==> src/rtl/seg_scan_controller.sv <==
// Scan controller: time-multiplexes one BCD-to-7-segment decoder across
// NUM_DIGITS common-cathode digits, with a blanked guard at each slot start.
module seg_scan_controller #(
  parameter int unsigned NUM_DIGITS   = 4,
  parameter int unsigned SLOT_CYCLES  = 1000,
  parameter int unsigned GUARD_CYCLES = 8
) (
  input  logic                    clk,
  input  logic                    rst,
  input  logic                    load_valid,
  output logic                    load_ready,
  input  logic [4*NUM_DIGITS-1:0] load_data,
  input  logic                    lz_en,
  output logic [3:0]              bcd_out,
  output logic                    dec_blank,
  output logic [NUM_DIGITS-1:0]   digit_en,
  output logic                    frame_done
);

  localparam int unsigned DATA_W = 4 * NUM_DIGITS;
  localparam int unsigned CNT_W  = (SLOT_CYCLES > 1) ? $clog2(SLOT_CYCLES) : 1;
  localparam int unsigned IDX_W  = (NUM_DIGITS > 1) ? $clog2(NUM_DIGITS) : 1;

  localparam logic [CNT_W-1:0] GUARD_LAST = CNT_W'(GUARD_CYCLES - 1);
  localparam logic [CNT_W-1:0] SLOT_LAST  = CNT_W'(SLOT_CYCLES - 1);
  localparam logic [IDX_W-1:0] IDX_LAST   = IDX_W'(NUM_DIGITS - 1);

  typedef enum logic [1:0] {
    ST_IDLE  = 2'd0,
    ST_GUARD = 2'd1,
    ST_SHOW  = 2'd2
  } state_t;

  state_t              state_q, state_d;
  logic [DATA_W-1:0]   pending_q, pending_d;
  logic                pend_full_q, pend_full_d;
  logic [DATA_W-1:0]   active_q, active_d;
  logic [CNT_W-1:0]    cnt_q, cnt_d;
  logic [IDX_W-1:0]    idx_q, idx_d;

  logic [NUM_DIGITS-1:0] digit_en_d;
  logic [3:0]            bcd_d;
  logic                  blank_d;
  logic                  frame_done_d;
  logic [3:0]            nib;
  logic                  upper_zero;

  // Ready is a direct decode of the pending-slot flag.
  assign load_ready = ~pend_full_q;

  // Next-state, load handshake and output decode. Outputs are computed from
  // the next-state values so the registered outputs line up with the state.
  always_comb begin
    state_d      = state_q;
    pending_d    = pending_q;
    pend_full_d  = pend_full_q;
    active_d     = active_q;
    cnt_d        = cnt_q;
    idx_d        = idx_q;
    digit_en_d   = '0;
    bcd_d        = 4'd0;
    blank_d      = 1'b1;
    frame_done_d = 1'b0;
    nib          = 4'd0;
    upper_zero   = 1'b1;

    case (state_q)
      ST_IDLE: begin
        if (pend_full_q) begin
          active_d    = pending_q;
          pend_full_d = 1'b0;
          idx_d       = '0;
          cnt_d       = '0;
          state_d     = ST_GUARD;
        end
      end
      ST_GUARD: begin
        cnt_d = cnt_q + CNT_W'(1);
        if (cnt_q == GUARD_LAST) begin
          state_d = ST_SHOW;
        end
      end
      ST_SHOW: begin
        if (cnt_q == SLOT_LAST) begin
          cnt_d   = '0;
          state_d = ST_GUARD;
          if (idx_q == IDX_LAST) begin
            // Frame boundary: only here may a pending word become active.
            idx_d = '0;
            if (pend_full_q) begin
              active_d    = pending_q;
              pend_full_d = 1'b0;
            end
          end else begin
            idx_d = idx_q + IDX_W'(1);
          end
        end else begin
          cnt_d = cnt_q + CNT_W'(1);
        end
      end
      default: begin
        state_d = ST_IDLE;
      end
    endcase

    // Acceptance needs an empty pending slot, so it never meets a transfer.
    if (load_valid && !pend_full_q) begin
      pending_d   = load_data;
      pend_full_d = 1'b1;
    end

    // Nibble for the upcoming digit and leading-zero scan of digits >= idx.
    for (int unsigned i = 0; i < NUM_DIGITS; i++) begin
      if (idx_d == IDX_W'(i)) begin
        nib = active_d[4*i +: 4];
      end
      if (IDX_W'(i) >= idx_d && active_d[4*i +: 4] != 4'd0) begin
        upper_zero = 1'b0;
      end
    end

    if (state_d != ST_IDLE) begin
      bcd_d = nib;
    end

    if (state_d == ST_SHOW) begin
      for (int unsigned i = 0; i < NUM_DIGITS; i++) begin
        if (idx_d == IDX_W'(i)) begin
          digit_en_d[i] = 1'b1;
        end
      end
      blank_d      = (nib > 4'd9) || (lz_en && (idx_d != '0) && upper_zero);
      frame_done_d = (cnt_d == SLOT_LAST) && (idx_d == IDX_LAST);
    end
  end

  // State, data and registered outputs.
  always_ff @(posedge clk or posedge rst) begin
    if (rst) begin
      state_q     <= ST_IDLE;
      pending_q   <= '0;
      pend_full_q <= 1'b0;
      active_q    <= '0;
      cnt_q       <= '0;
      idx_q       <= '0;
      digit_en    <= '0;
      bcd_out     <= 4'd0;
      dec_blank   <= 1'b1;
      frame_done  <= 1'b0;
    end else begin
      state_q     <= state_d;
      pending_q   <= pending_d;
      pend_full_q <= pend_full_d;
      active_q    <= active_d;
      cnt_q       <= cnt_d;
      idx_q       <= idx_d;
      digit_en    <= digit_en_d;
      bcd_out     <= bcd_d;
      dec_blank   <= blank_d;
      frame_done  <= frame_done_d;
    end
  end

endmodule

==> config.mk <==
export PLATFORM = sky130hd
export DESIGN_NAME = seg_scan_controller
export DESIGN_NICKNAME = d
export VERILOG_FILES = /design/src/rtl/seg_scan_controller.sv
export SDC_FILE = /design/constraint.sdc
export NUM_CORES = 1
export LEC_CHECK = 0
export BUFFER_PORTS_ARGS = -buffer_cell sky130_fd_sc_hd__buf_2
export CAP_MARGIN = 20
export CORE_MARGIN = 2
export CORE_UTILIZATION = 30
export DETAILED_ROUTE_END_ITERATION = 12
export PLACE_DENSITY_LB_ADDON = 0.3
export SYNTH_ARGS = -nofsm -noshare
export SYNTH_HDL_FRONTEND = slang
export SYNTH_SLANG_ARGS = --single-unit
==> constraint.sdc <==
create_clock -name clk -period 2.9 [get_ports clk]
set_clock_uncertainty 0.05 [all_clocks]
set_input_delay 0.58 -clock clk [delete_from_list [all_inputs] [get_ports clk]]
set_output_delay 0.58 -clock clk [all_outputs]
set_load 0.01 [all_outputs]
==> flow_summary_export.csv <==
group,metric,value,unit
critical_path,path_class,"reg -> reg",
critical_path,required,3110,ps
timing,drv_slew,0,
timing,slew-limit-headroom,0.570,
yosys,syn_area_per_cell,11.0,µm²
placed_design,gp_congestion,0.839,
timing,tightest_slew,644,ps
power_and_ir_drop,peakVddDrop,260,µV
floorplan,row_count,34,
cells_and_area,final_common_cell,"dfrtp_1",
min_path,worstHoldPathType,"in -> async",
floorplan,fp.dieW,98.6,µm
yosys,yosys_register_bits,57,
timing,fin_crit,2730,ps
critical_path,start_kind,"register",
yosys,ys.flop_type,"dfrtp_1",
clock_tree,cts_sinks,57,
floorplan,initial_core_util,0.309,
clock_tree,root_buffer,"clkbuf_8",
timing,final.setup.worst_slack,166,ps
yosys,yosysTopAreaCellShare,0.522,
drt,dr_total_vias,1937,
yosys,ys_warn_count,0,
timing,final-hold-violation-count,0,
placed_design,port-buffer-count,30,
timing,fin_setup_tns,0,ps
drt,avgViaCountPerCell,4.92,
critical_path,rrSetupSlack,170,ps
critical_path,endpoint_kind,"register",
clock_tree,cts_hold_buf,0,
cells_and_area,nets,303,
yosys,yosysSeqAreaShare,0.532,
critical_path,arrival,2940,ps
clock_tree,cts_tree,"yes",
global_routing,grt_first_pass_wirelength,9.48,mm
placed_design,pre_cts_slack,167,ps
drt,drt_iter0_markers,95,
timing,setup_viol,0,
timing,fmax,0.366,GHz
global_routing,grt_pass1_vias,1918,
drt,drc_errors,0,
floorplan,die-area,0.00971,mm²
yosys,syn_nets,266,
yosys,async_reset_ff_frac,1.00,
cells_and_area,drive_gt1_frac,0.297,
drt,wirelength,5.56,mm
cells_and_area,num_antenna_cells,0,
yosys,netlist_instances,244,
yosys,netlist_area,0.00268,mm²
clock_tree,h-tree-depth,3,
cells_and_area,layout_common_cells,"dfrtp_1, buf_2, mux2_2, nand2_1, nor2_1",
clock_tree,cts_buffers,9,
floorplan,core_area,0.00868,mm²
clock_tree,clk_pin_slew_worst_paths,70,ps
placed_design,hpwl,4.08,mm
drt,avgRoutedWirePerCell,14.1,µm
run,drv_cap,0,
global_routing,overflow,0,
global_routing,track_usage,0.126,
clock_tree,clk_latency,330,ps
drt,drt-pass1-iter-count,4,
power_and_ir_drop,p_per_area,1020,mW/mm²
clock_tree,cts.path.max_buffers,2,
floorplan,pin_count,31,
timing,period_share,0.943,
power_and_ir_drop,p_leak,1.49,nW
floorplan,die_height,98.6,µm
clock_tree,cts_resized,0,
run_status,outcome,"complete, no violations",
yosys,synth_area_leaders,"dfrtp_1, mux2_2, o21ai_0",
timing,rsz0062_at_grt,"false",
global_routing,grt_max_degree,24,
critical_path,crit_fanout,10,
cells_and_area,final.fill_count,866,
drt,ant_nets,0,
yosys,synth_cell_types,51,
yosys,yosysTopAreaCell,"dfrtp_1",
yosys,synth_edf_count,0,
global_routing,grt_antenna_before_repair,0,
cells_and_area,synthToLayoutAreaGrowth,19.0,%
clock_tree,postCtsSetupBuffers,0,
[per-layer routing]
metal  vias to the layer above  global-route usage  wire length, µm
met5                         -                   0                0
met3                         7              0.0326              260
met1                       938               0.177             2820
li1                        945                   -                -
met2                        47               0.180             2360
met4                         0              0.0632              120
[kinds of logic after synthesis]
family | share of synthesized area
and+or+nand+nor | 0.146
DFF | 0.532
adders and majority gates | 0.00933
xor gates and xnor gates | 0.00980
buffers and inverters | 0.0350
muxes | 0.146
AOI/OAI and AO/OA | 0.121
[flip-flops by register name, summed over array words and instances, names as in the netlist]
signal,count
pend_full_q,1
state_q,2
active_q,16
digit_en,4
cnt_q,10
pending_q,16
idx_q,2
bcd_out,4
frame_done,1
dec_blank,1
[critical path: stages, from the launching register on]
cell and delay, ps:
dfrtp_1 430, ha_1 280, and4bb_1 270, and3_4 220, a31oi_4 250, buf_4 230, mux2_2 380, nor2_1 110
o32ai_1 120, o31ai_2 200, o211ai_1 110
[layout make-up]
cell class              count  area (µm²)  share of cell area
inverters                  10        37.5              0.0118
clock inverters             4        73.8              0.0231
flip-flops and latches     57        1430               0.447
well taps                 108         135              0.0423
clock buffers              12         155              0.0486
multi-input cells         166        1160               0.364
repair buffers             37         203              0.0635
[Yosys cell counts (2+ instances only)]
master / number
and3_1: 7
dfrtp_1: 56
nand2b_1: 2
inv_1: 9
nor2_1: 18
clkbuf_1: 6
ha_1: 2
nand2_1: 19
o211ai_1: 2
mux2_4: 5
a31oi_1: 2
mux2i_1: 7
nor2b_1: 5
buf_2: 3
o21ai_0: 16
nor3_1: 7
xor2_1: 2
nand3_1: 8
o21ai_1: 3
a21oi_1: 11
mux2_2: 21
and2_1: 3
a211oi_1: 2
[per-stage QoR]
stage | cell area, µm² | instances | total power, W | utilization | hold WS [ps]
2_1_floorplan | 2680 | 244 | 0.00214 | - | 383
6_report | 3190 | 394 | 0.00326 | 0.368 | 130
5_1_grt | 3190 | 394 | 0.00352 | 0.368 | 137
3_5_place_dp | 2960 | 378 | 0.00244 | 0.342 | 409
3_3_place_gp | 2960 | 378 | 0.00242 | 0.342 | 399
4_1_cts | 3190 | 394 | 0.00331 | 0.368 | 127
[path summary, 6_finish.rpt]
| path | startpoint | end | depth (start not counted) |
|---|---|---|---|
| max | cnt_q[0] | dec_blank | 10 |
| min | rst | active_q[6] | 2 |
| max reg2reg | cnt_q[0] | dec_blank | 10 |
| min reg2reg | active_q[0] | active_q[0] | 2 |
| max in group asynchronous | rst | dec_blank | 3 |
| min in group clk | active_q[0] | active_q[0] | 2 |
[power by group]
group	total (W)	internal, W	leakage, nW	switching [W]
combinational	0.00111	0.000555	0.670	0.000551
sequential	0.00131	0.00111	0.705	0.000206
clock	0.000843	0.000532	0.117	0.000311
Power figures use the tool's default switching activity.
